--- src/rtl/seq_pkg.sv ---
// Shared sequencer constants for the am2910 interrupt injector.
package seq_pkg;

    localparam int unsigned ADDR_W = 4;

    localparam logic [3:0] CJS  = 4'h1;
    localparam logic [3:0] CRTN = 4'hA;
    localparam logic [3:0] CONT = 4'hE;

    localparam logic [ADDR_W-1:0] VEC_BASE_DEF = 4'h8;

endpackage

--- src/rtl/seq_prio_enc.sv ---
// Lowest-index-first priority encoder: valid flag plus index of the lowest set bit.
module seq_prio_enc #(
    parameter int unsigned N     = 4,
    parameter int unsigned IDX_W = (N > 1) ? $clog2(N) : 1
) (
    input  logic [N-1:0]     req,
    output logic             valid,
    output logic [IDX_W-1:0] idx
);

    // Scan from the top down so the lowest set bit is the last write.
    always_comb begin
        valid = |req;
        idx   = '0;
        for (int i = int'(N) - 1; i >= 0; i--) begin
            if (req[i]) idx = IDX_W'(i);
        end
    end

endmodule

--- src/rtl/seq_irq_injector.sv ---
// Interrupt injector in front of the am2910: forces a CJS to a vector on safe CONT words.
// Optional nested preemption is enabled by defining SEQ_IRQ_NEST_EN.
module seq_irq_injector
    import seq_pkg::*;
#(
    parameter int unsigned       N_IRQ    = 4,
    parameter logic [ADDR_W-1:0] VEC_BASE = VEC_BASE_DEF
) (
    input  logic                                     CP,
    input  logic                                     RESET_N,
    input  logic [N_IRQ-1:0]                         IRQ,
    input  logic [N_IRQ-1:0]                         IRQ_MASK,
    input  logic                                     INT_EN,
    input  logic                                     EOI,
    input  logic [3:0]                               PL_I,
    input  logic [ADDR_W-1:0]                        PL_D,
    input  logic                                     PL_CC,
    input  logic                                     PL_CCEN,
    input  logic                                     PL_RLD,
    input  logic                                     PL_INT_OK,
    input  logic                                     SEQ_FULL,
    output logic [3:0]                               I_OUT,
    output logic [ADDR_W-1:0]                        D_OUT,
    output logic                                     CC_OUT,
    output logic                                     CCEN_OUT,
    output logic                                     RLD_OUT,
    output logic                                     ACK,
    output logic [((N_IRQ > 1) ? $clog2(N_IRQ) : 1)-1:0] ACK_ID,
    output logic [N_IRQ-1:0]                         IN_SERVICE
);

    localparam int unsigned ID_W = (N_IRQ > 1) ? $clog2(N_IRQ) : 1;

    logic [N_IRQ-1:0] irq_q;
    logic [N_IRQ-1:0] pending;
    logic [N_IRQ-1:0] rise;
    logic [N_IRQ-1:0] eligible;
    logic             sel_valid;
    logic [ID_W-1:0]  sel;
    logic             isr_valid;
    logic [ID_W-1:0]  isr_idx;
    logic             nest_ok;
    logic             inject;
    logic [N_IRQ-1:0] inj_mask;
    logic [N_IRQ-1:0] eoi_mask;

    assign rise     = IRQ & ~irq_q;
    assign eligible = pending & ~IRQ_MASK;

    seq_prio_enc #(.N(N_IRQ), .IDX_W(ID_W)) u_pend_enc (
        .req   (eligible),
        .valid (sel_valid),
        .idx   (sel)
    );

    seq_prio_enc #(.N(N_IRQ), .IDX_W(ID_W)) u_isr_enc (
        .req   (IN_SERVICE),
        .valid (isr_valid),
        .idx   (isr_idx)
    );

`ifdef SEQ_IRQ_NEST_EN
    // Preempt only with strictly higher priority than the innermost active level.
    assign nest_ok = !isr_valid || (sel < isr_idx);
`else
    assign nest_ok = !isr_valid;
`endif

    // CONT-only injection guarantees no microprogram branch is dropped.
    assign inject = INT_EN && sel_valid && (PL_I == CONT) && PL_INT_OK && SEQ_FULL && nest_ok;

    always_comb begin
        inj_mask = '0;
        eoi_mask = '0;
        if (inject)             inj_mask = N_IRQ'(1) << sel;
        if (EOI && isr_valid)   eoi_mask = N_IRQ'(1) << isr_idx;
    end

    // Zero-latency output mux toward the sequencer.
    always_comb begin
        I_OUT    = PL_I;
        D_OUT    = PL_D;
        CC_OUT   = PL_CC;
        CCEN_OUT = PL_CCEN;
        RLD_OUT  = PL_RLD;
        if (inject) begin
            I_OUT    = CJS;
            D_OUT    = VEC_BASE + ADDR_W'(sel);
            CC_OUT   = 1'b0;
            CCEN_OUT = 1'b0;
            RLD_OUT  = 1'b1;
        end
    end

    // A fresh edge on the injected line re-arms its pending bit.
    always_ff @(posedge CP or negedge RESET_N) begin
        if (!RESET_N) begin
            irq_q      <= '0;
            pending    <= '0;
            IN_SERVICE <= '0;
            ACK        <= 1'b0;
            ACK_ID     <= '0;
        end else begin
            irq_q      <= IRQ;
            pending    <= (pending & ~inj_mask) | rise;
            IN_SERVICE <= (IN_SERVICE & ~eoi_mask) | inj_mask;
            ACK        <= inject;
            if (inject) ACK_ID <= sel;
        end
    end

endmodule
--- config.mk ---
export PLATFORM = sky130hd
export DESIGN_NAME = seq_irq_injector
export DESIGN_NICKNAME = d
export VERILOG_FILES = /design/src/rtl/seq_pkg.sv /design/src/rtl/seq_prio_enc.sv /design/src/rtl/seq_irq_injector.sv
export SDC_FILE = /design/constraint.sdc
export NUM_CORES = 1
export LEC_CHECK = 0
export CAP_MARGIN = 20
export CORE_MARGIN = 10
export CORE_UTILIZATION = 40
export CTS_BUF_LIST = sky130_fd_sc_hd__clkbuf_4 sky130_fd_sc_hd__clkbuf_8
export DETAILED_ROUTE_END_ITERATION = 6
export PLACE_DENSITY_LB_ADDON = 0.1
export SYNTH_ARGS = -nofsm -noshare
export SYNTH_HDL_FRONTEND = slang
export SYNTH_HIERARCHICAL = 1
export SYNTH_SLANG_ARGS = --single-unit
--- constraint.sdc ---
create_clock -name CP -period 3.6 [get_ports CP]
set_input_delay 0.54 -clock CP [delete_from_list [all_inputs] [get_ports CP]]
set_output_delay 0.54 -clock CP [all_outputs]
set_load 0.03 [all_outputs]
==> results.yml <==
logic_synthesis:
  avgSynthCellArea_um2: 10.39
  syn_inst: 76
  synth_area_um2: 789.5
  syn_nets: 101
  synth-seq-cells: 15
  yosys_warnings: 6
  netlist-cell-type-count: 21
  yosysSeqAreaShare: 0.4754
sta:
  min_period_over_period: 0.9163
  postLayoutSetupSlackWorst_ns: 0.3012
  fin_tns_setup_ns: 0
  post-route-min-period_ns: 3.299
  worst_pin_slew_ns: 0.6436
  setup_viol: 0
  final.setup_skew_ns: 0.01493
  hold_violations: 0
  grt_setup_unrepaired: "no"
  slew_headroom: 0.5696
  finalMaxSlewViolations: 0
  timing.fmax_ghz: 0.3031
die:
  die_w_um: 64.43
  die_y_um: 64.43
  core_area_mm2: 0.001922
  die_area_mm2: 0.004151
  rows: 16
  initial_core_util: 0.4108
  boundaryPins: 43
detailed_routing:
  drt_iter0_drc: 5
  viasPerCell: 4.828
  routedWlPerCell_um: 14.66
  vias: 729
  drtPass1Iterations: 4
  drcViolationCount: 0
  wirelength_mm: 2.213
  detail-route-antenna-nets: 0
clocking:
  clock_latency_ns: 0.28
  htreeDepth: 1
  cts_max_path_buffers: 2
  numClockSinks: 15
  cts_root_buf: "clkbuf_4"
  ctsHoldBuffers: 0
  cts_buffers: 3
  cts_resized: 0
  cts_setup_buffers: 0
  cts_tree: "built"
  clkTransAtPathRegs_ns: 0.08
layout:
  area_growth_pct: 62.12
  final_nets: 150
  fill_cells: 171
  num_antenna_cells: 0
  drive_gt1_frac: 0.1532
place:
  pre_cts_ws_ns: 0.2925
  dp_hpwl_mm: 1.881
  gp_congestion: 0.7384
  place.port_buffers: 42
worst_setup_path:
  crit_type: "in -> out"
  required_ns: 3.06
  r2r_slack_ns: 1.65
  cp-start-kind: "primary input"
  arrival_ns: 2.76
  critPathMaxFanout: 4
  critPathCaptureType: "output pin"
power_and_ir_drop:
  power_leakage_nw: 0.5078
  p_per_area_mw_per_mm2: 311.2
  p_total_mw: 0.3984
  peakVddDrop_mv: 0.2297
status:
  outcome: "finished, final reports clean"
run:
  cap_viol_max_count: 0
global_routing:
  grt_pass1_wl_mm: 3.519
  track_usage: 0.1021
  grt_start_max_net_pins: 17
  grt_antenna_before_repair: 0
  grt_pass1_vias: 744
  grt_overflow: 0
min_path:
  hp-class: "reg -> reg"
## routing by layer
layer / wire (µm) / up-vias / global-route usage
met1: 975 / 336 / 0.1219
li1: - / 363 / -
met3: 144 / 2 / 0.03436
met5: 0 / - / 0
met4: 8 / 0 / 0.01604
met2: 1084 / 28 / 0.1761
## registers in the layout, indices dropped and copies added (netlist names)
| register | flops |
|---|---|
| pending | 4 |
| IN_SERVICE | 4 |
| irq_q | 4 |
| ACK | 1 |
| ACK_ID | 2 |
## stage by stage
step | cell area [µm²] | instances | hold slack [ns] | utilization
5_1_grt | 1280 | 151 | 0.5624 | 0.6660
4_1_cts | 1280 | 151 | 0.5306 | 0.6660
6_report | 1280 | 151 | 0.5258 | 0.6660
3_3_place_gp | 1250 | 147 | 0.5009 | 0.6504
2_1_floorplan | 789.5 | 76 | 0.2444 | -
3_5_place_dp | 1250 | 147 | 0.5079 | 0.6504
## layout make-up
cell class / instances / area [µm²] / share of cell area
well taps: 27 / 33.78 / 0.02639
clock inverters: 1 / 7.507 / 0.005865
multi-input cells: 55 / 382.9 / 0.2991
repair buffers: 46 / 442.9 / 0.3460
flip-flops and latches: 15 / 375.4 / 0.2933
clock buffers: 3 / 22.52 / 0.01760
inverters: 4 / 15.01 / 0.01173
## critical path, stage by stage
cell and delay [ns]:
clkdlybuf4s50_1 0.40, nor2b_1 0.21, nor2_1 0.07, nand2_1 0.07, nand4b_1 0.14, nor4b_4 0.37, mux2_1 0.36, clkdlybuf4s50_1 0.60
## logic make-up after synthesis
kind of cell           count (synthesis)  synth area share
buffers and inverters                  6           0.03961
muxes                                  4           0.05705
and+or+nand+nor                       41            0.3201
DFF                                   15            0.4754
AOI/OAI and AO/OA                     10            0.1078
## synth_stat cells
master	n	area [µm²]
dfrtp_1	15	375.4
inv_1	4	15.01
nor2b_1	14	87.58
mux2_1	2	22.52
buf_6	1	11.26
a21oi_1	2	10.01
nand4_1	1	6.260
or3_1	1	6.260
a32o_1	4	40.04
a21oi_2	2	17.52
nor4b_4	1	23.77
nor3_1	4	20.02
or2_2	3	18.77
buf_2	1	5.000
a41oi_1	2	17.52
mux2_2	2	22.52
nand3_1	1	5.000
nand2_1	3	11.26
nand4b_1	3	26.28
nand2b_1	4	25.02
nor2_1	6	22.52
## report_power, final
part / switching (mW) / internal [mW] / leakage [nW]
clock network: 0.0529 / 0.0421 / 0.0139
registers: 0.00630 / 0.176 / 0.178
logic: 0.0605 / 0.0605 / 0.316
total: 0.120 / 0.279 / 0.508
## placed cells by master, fill, tap and decap left out
master           netlist  final
nand2_1                3      3
or2_2                  3      3
nand4b_1               3      3
buf_4                  0      7
nor4b_4                1      1
clkbuf_4               0      3
mux2_2                 2      2
a21oi_1                2      2
nand4_1                1      1
inv_1                  4      4
a32o_1                 4      4
mux2_1                 2      2
clkdlybuf4s50_1        0     39
a21oi_2                2      2
a41oi_1                2      2
nand2b_1               4      4
nand3_1                1      1
nor2b_1               14     14
nor3_1                 4      4
dfrtp_1               15     15
nor2_1                 6      6
or3_1                  1      1
clkinvlp_4             0      1
## worst paths after layout
path	cells after the start	start	end
max in group asynchronous	1	RESET_N	pending[0]$_DFF_PN0_
min in group asynchronous	1	RESET_N	irq_q[3]$_DFF_PN0_
worst min register to register	2	pending[0]$_DFF_PN0_	pending[0]$_DFF_PN0_
worst min-delay path	2	pending[0]$_DFF_PN0_	pending[0]$_DFF_PN0_
worst max register to register	7	pending[0]$_DFF_PN0_	ACK_ID[0]$_DFFE_PN0P_
worst max-delay path	8	IRQ_MASK[0]	D_OUT[0]
No activity file was read; power rests on OpenSTA's default activity.
